--- config.mk ---
export PLATFORM = sky130hd
export DESIGN_NAME = noc_port_arbiter
export DESIGN_NICKNAME = d
export VERILOG_FILES = /design/src/rtl/noc_port_arbiter.sv
export SDC_FILE = /design/constraint.sdc
export NUM_CORES = 1
export LEC_CHECK = 0
export CORE_UTILIZATION = 55
export DETAILED_ROUTE_END_ITERATION = 12
export PLACE_DENSITY = 0.85
export SETUP_SLACK_MARGIN = 0.05
export SYNTH_ARGS = -nofsm -noshare
export SYNTH_HDL_FRONTEND = slang
export SYNTH_SLANG_ARGS = --single-unit
--- constraint.sdc ---
create_clock -name clk -period 7 [get_ports clk]
set_input_delay 0.7 -clock clk [delete_from_list [all_inputs] [get_ports clk]]
set_output_delay 0.7 -clock clk [all_outputs]
set_load 0.1 [all_outputs]
--- src/rtl/noc_port_arbiter.sv ---
// noc_port_arbiter: round-robin, packet-locked arbiter sharing one router output port between NUM_IN inputs.
// Define ARB_TIMEOUT_EN to force release of a lock whose owner stays idle for TIMEOUT cycles.
module noc_port_arbiter #(
  parameter int NUM_IN  = 5,
  parameter int SEL_W   = 3,
  parameter int TIMEOUT = 15
) (
  input  logic              clk,
  input  logic              rst,
  input  logic [NUM_IN-1:0] req_i,
  input  logic [NUM_IN-1:0] tail_i,
  input  logic              out_ready_i,
  output logic              grant_valid_o,
  output logic [NUM_IN-1:0] grant_o,
  output logic [SEL_W-1:0]  grant_id_o,
  output logic [NUM_IN-1:0] xfer_o,
  output logic              timeout_o
);
  typedef enum logic {IDLE, LOCKED} state_t;
  state_t state, state_n;
  logic [SEL_W-1:0] rr_ptr, rr_n, gid_n, pick, g_next;
  logic [SEL_W:0] idx;
  logic [NUM_IN-1:0] onehot;
  logic locked, found, xfer_g, tail_xfer, release_lock;
  assign locked    = state == LOCKED;
  assign onehot    = NUM_IN'(1) << grant_id_o;
  assign xfer_g    = locked & req_i[grant_id_o] & out_ready_i;
  assign tail_xfer = xfer_g & tail_i[grant_id_o];
  assign g_next    = (grant_id_o == SEL_W'(NUM_IN - 1)) ? '0 : grant_id_o + 1'b1;
  // first requester at or after rr_ptr, wrapping modulo NUM_IN
  always_comb begin
    found = 1'b0;
    pick  = rr_ptr;
    idx   = '0;
    for (int k = 0; k < NUM_IN; k++) begin
      idx = {1'b0, rr_ptr} + (SEL_W+1)'(k);
      idx = (idx >= (SEL_W+1)'(NUM_IN)) ? idx - (SEL_W+1)'(NUM_IN) : idx;
      if (!found && req_i[idx[SEL_W-1:0]]) begin
        found = 1'b1;
        pick  = idx[SEL_W-1:0];
      end
    end
  end
`ifdef ARB_TIMEOUT_EN
  logic [7:0] idle_cnt;
  assign timeout_o = locked & ~req_i[grant_id_o] & (idle_cnt == 8'(TIMEOUT - 1));
  always_ff @(posedge clk)
    if (rst || !locked || req_i[grant_id_o] || timeout_o) idle_cnt <= '0;
    else idle_cnt <= idle_cnt + 8'd1;
`else
  assign timeout_o = 1'b0;
`endif
  assign release_lock = tail_xfer | timeout_o;
  always_comb begin
    state_n = locked ? (release_lock ? IDLE : LOCKED) : (found ? LOCKED : IDLE);
    gid_n   = (!locked && found) ? pick : grant_id_o;
    rr_n    = (locked && release_lock) ? g_next : rr_ptr;
  end
  always_ff @(posedge clk)
    if (rst) begin
      state      <= IDLE;
      grant_id_o <= '0;
      rr_ptr     <= '0;
    end else begin
      state      <= state_n;
      grant_id_o <= gid_n;
      rr_ptr     <= rr_n;
    end
  assign grant_valid_o = locked;
  assign grant_o       = locked ? onehot : '0;
  assign xfer_o        = xfer_g ? onehot : '0;
endmodule

[After elaboration in Yosys (flattened, before gate mapping)]
Cells that the tools add are included.
Storage, ports and cells
  flip-flop bits (word level): 7
  output and inout bits: 15
  logic and storage cells: 75
Operators by class
  add/subtract/negate cells: 10
  $lt $le $gt $ge: 11
  equality and inequality tests: 1
  shifts and indexed selects: 1
  multiplexer cells: 35
  bitwise operators: 3
  reductions and logical operators: 11
Operator list (number)
  $mux W3: 11
  $lt A3 B4 Y1 const B: 6
  $bmux W1 S3: 7
  $ge A4 B3 Y1 const B: 4
  $mux W1: 15
  $sub A3 B3 Y3 const B: 5
  $mux W5: 2
  $add A3 B2 Y4 const B: 2
  $logic_and A1 B1 Y1: 6
  $logic_not A1 Y1: 5
  $shl A1 B3 Y5 const A: 1
  $add A3 B1 Y4 const B: 1
  $add A3 B3 Y4 const B: 1
  $add A3 B1 Y3 const B: 1
  $and A1 B1 Y1: 3
  $eq A3 B3 Y1 const B: 1
  $ge A3 B3 Y1 const B: 1

[Longest topological paths before layout]
  depth after elaboration: 19
  mapped depth: 12
  gate-level depth less buffers: 11

[Worst setup path after synthesis]
OpenSTA, ideal clock, no wires.
  kind: flip-flop to output port
  from: register grant_id_o[2]
  to: output xfer_o[4]
  arrival time: 3.690 ns
  data required time: 6.300 ns
  slack: 2.610 ns
  cell stages (with the launch flop): 5
  cell sequence: dfxtp_1 > clkbuf_1 > and3_1 > nand2_1 > a21oi_1
Between the ends
  cells in the longest elaborated chain, start to end: 5
  elaborated cells between the ends (all ways): 6
  classes of those cells: 1 x shift; 3 x mux; 2 x bitwise
RTL lines
  start, declared: line 15  | output logic [SEL_W-1:0] grant_id_o,
  start signal, assigned: line 66  | grant_id_o <= gid_n;
  $bmux W1 S3: line 27  | assign xfer_g = locked & req_i[grant_id_o] & out_ready_i;
  $mux W1 (implied by the code): line 27
  $and A1 B1 Y1 (2 in series): line 27
  $mux W5 (*): line 71  | assign xfer_o = xfer_g ? onehot : '0;
  end, declared: line 16  | output logic [NUM_IN-1:0] xfer_o,
Every way passes the cells marked *; elsewhere a longest branch is shown, timed or not. The select of a mux whose other input is x is not followed.

[Worst setup path after layout]
  from: register rr_ptr[0]
  to: register grant_id_o[1]
Between the ends
  cells in the longest elaborated chain, start to end: 18
  elaborated cells between the ends (all ways): 48
  classes of those cells: 9 x add/sub; 5 x order compare; 25 x mux; 9 x reduce/logical
RTL lines
  start, declared: line 21  | logic [SEL_W-1:0] rr_ptr, rr_n, gid_n, pick, g_next;
  start signal, assigned: line 67  | rr_ptr <= rr_n;
  branches (longest 18 deep; another with $add A3 B1 Y4)
Parallel ways; which one is timed is not known. The select of a mux whose other input is x is not followed.
A chain may end at the register's enable or synchronous reset.

==> impl_results.md <==
- Status: completed
- HPWL after DPL: 3430 um
- Static Leak: 0.700 nW
- DRT Pass-1 Iters: 4
- I/O Buffers: 26
- Yosys reg bits: 7
- Type of destination of the critical path: register
- CTS Sinks: 7
- CTS Hold Bufs: 0
- Synth top area cells: ha_1, dfxtp_1, mux4_2, and2_1, mux2i_1
- Vias per inst: 6.67
- IO Count: 28
- Wirelength per Cell: 17.2 um
- H-tree depth: 1
- Aggregate global routing overflow: 0
- Routed Antenna Nets: 0
- Fmax: 242 MHz
- Worst VDD drop: 0.119 mV
- Share of layout cells above drive strength 1: 0.0529
- Clock Skew: 14.0 ps
- Post-synth EDFFs: 0
- Total Wirelength: 4410 um
- Cell Area, Placed: 0.00179 mm2
- Busiest grt layer: met2
- Endpoints failing setup: 0
- Clk buf depth: 2
- Clock buffer count from CTS: 3
- Post-cts resize count: 0
- Pin count of the biggest net entering global routing: 30
- Clock Latency Late Sink: 260 ps
- Row cnt: 18
- Crit-path max FO: 29
- Post-synthesis cell area: 0.00155 mm2
- # diodes: 0
- Initial Utilization: 0.605
- Global placer's final weighted congestion: 0.961
- CTS clk-pin slew, worst paths: 70 ps
- Top_reg_cell synth: dfxtp_1
- Kind of critical path: reg2reg
- Initial antenna violation count: 0
- First DRT Iteration DRCs: 63
- Min Tclk post-route: 4140 ps
- Relative slew slack: 0.346
- R2R Setup Slk: 2860 ps
- Overall Power: 228 uW
- Met1 Track Usage GR: 0.373
- Total number of vias: 1,714
- Global routing met2 resource utilization: 0.586
- Fill count: 217
- Post-Layout Cell Count: 257
- Power per Cell Area: 125 mW/mm2
- Core area: 0.00257 mm2
- Ys async rst share: 0
- Worst slew pin tran: 978 ps
- Die height: 55.1 um
- Final instance area: 0.00182 mm2
- Met3 Use GR: 0.0355
- Die width: 55.1 um
- GR Util All Layers: 0.314
- Reg2Reg Launch Point: rr_ptr[0]$_SDFFE_PP0P_
- Endpoints failing hold: 0
- CP Launch Point: rr_ptr[0]$_SDFFE_PP0P_
- NumNets Final: 255
- Worst min-delay path class: reg2reg
- DP Cell Count: 253
- First-pass GRT wire length: 6890 um
- Vias in the first global route: 1,504
- Synthesized net count: 235
- Worst Setup Start Kind: register
- Maxcap violations: 0
- Layout area overhead: 17.2%
- Fin worst setup slack: 2860 ps
- YS warnings: 0
- Register area share after synthesis: 0.0902
- Synth top area share: 0.105
- Leading area contributor after synthesis: ha_1
- Post-CTS Setup Inserts: 0
- TritonCTS clock tree: yes
- Pre-CTS setup slack: 2900 ps
- RSZ-0062 raised after global routing: false
- Crit path DAT: 4310 ps
- Final Cycle Share: 0.591
- Synth cell count leaders: inv_1, nor2_1, ha_1
- Synthesized instance count: 208
- Mean Syn Cell Area: 7.47 um2
- Hold_sp: grant_valid_o$_SDFF_PP0_
- Die ar.: 0.00304 mm2
- Root Buffer: clkbuf_4
- Setup TNS: 0 ps
- Yosys cell types: 60
- DRC errors left: 0
- WP data required: 7170 ps
- Final-report max-slew violation count: 0
[stage by stage]
step,hold WS (ps),util
after floorplan,601,-
after global placement,628,0.698
after detailed placement,640,0.698
after CTS,653,0.709
after global routing,683,0.709
final,665,0.709
[final timing paths]
| check | to | cells past startpoint |
|---|---|---|
| max | grant_id_o[1]$_SDFFE_PP0P_ | 8 |
| min | grant_valid_o$_SDFF_PP0_ | 1 |
| max reg2reg | grant_id_o[1]$_SDFFE_PP0P_ | 8 |
| min reg2reg | grant_valid_o$_SDFF_PP0_ | 1 |
[report_power, final]
part / total (mW) / switching, mW / leakage [nW] / internal [mW]
clock: 0.0388 / 0.0179 / 0.0177 / 0.0210
sequential: 0.0508 / 0.00846 / 0.0571 / 0.0423
combinational: 0.138 / 0.0895 / 0.626 / 0.0489
total: 0.228 / 0.116 / 0.700 / 0.112
[routing by layer]
metal	wire length, um	up-vias
met5	0	-
met4	44	0
met3	340	6
met2	2260	82
met1	1760	807
li1	-	819
[flip-flops by register name, indices dropped and copies added (netlist names)]
signal,cells
grant_id_o,3
rr_ptr,3
grant_valid_o,1
[placed cells by master, fill, tap and decap left out, types with 2 or more instances in the layout]
master           instances
clkdlybuf4s50_1         26
inv_1                   16
nor2_1                  16
ha_1                    13
nand2_1                 11
a21oi_1                 11
and2_1                  10
o21ai_0                  9
nand3_1                  8
dfxtp_1                  7
mux2i_1                  6
a211oi_1                 6
nor3b_1                  6
nor2b_1                  5
a31oi_1                  5
mux4_2                   4
o31ai_1                  4
o211ai_1                 4
a21o_1                   4
and3_1                   3
nand2b_1                 3
nand3b_1                 3
xnor2_1                  3
nor3_1                   3
o22ai_1                  3
clkbuf_4                 3
o211a_1                  2
a2111oi_0                2
nand4_1                  2
[critical path, cell delays in order, from the launching register on]
cell and delay [ps]:
dfxtp_1 960, inv_1 410, ha_1 700, inv_1 180, xnor2_1 430, mux2_4 350, or3b_1 390, o41a_1 450
o221ai_2 180
[final cells by class]
cell class | instances | area (um2) | share of cell area
clock buffer | 3 | 22.5 | 0.0124
multi-input combinational | 174 | 1290 | 0.711
clock inverter | 1 | 5.00 | 0.00275
inverter | 16 | 60.1 | 0.0330
timing repair buffer | 26 | 260 | 0.143
sequential | 7 | 140 | 0.0770
tap | 30 | 37.5 | 0.0206
[logic make-up after synthesis]
| kind of cell | count (synthesis) | share of synthesized area |
|---|---|---|
| DFF | 7 | 0.0902 |
| xor gates and xnor gates | 3 | 0.0169 |
| and+or+nand+nor | 77 | 0.274 |
| adders and majority gates | 14 | 0.118 |
| muxes | 11 | 0.106 |
| buffers and inverters | 27 | 0.0765 |
| other | 1 | 0.00242 |
| AOI/OAI and AO/OA | 68 | 0.316 |
Power figures use the tool's default switching activity.
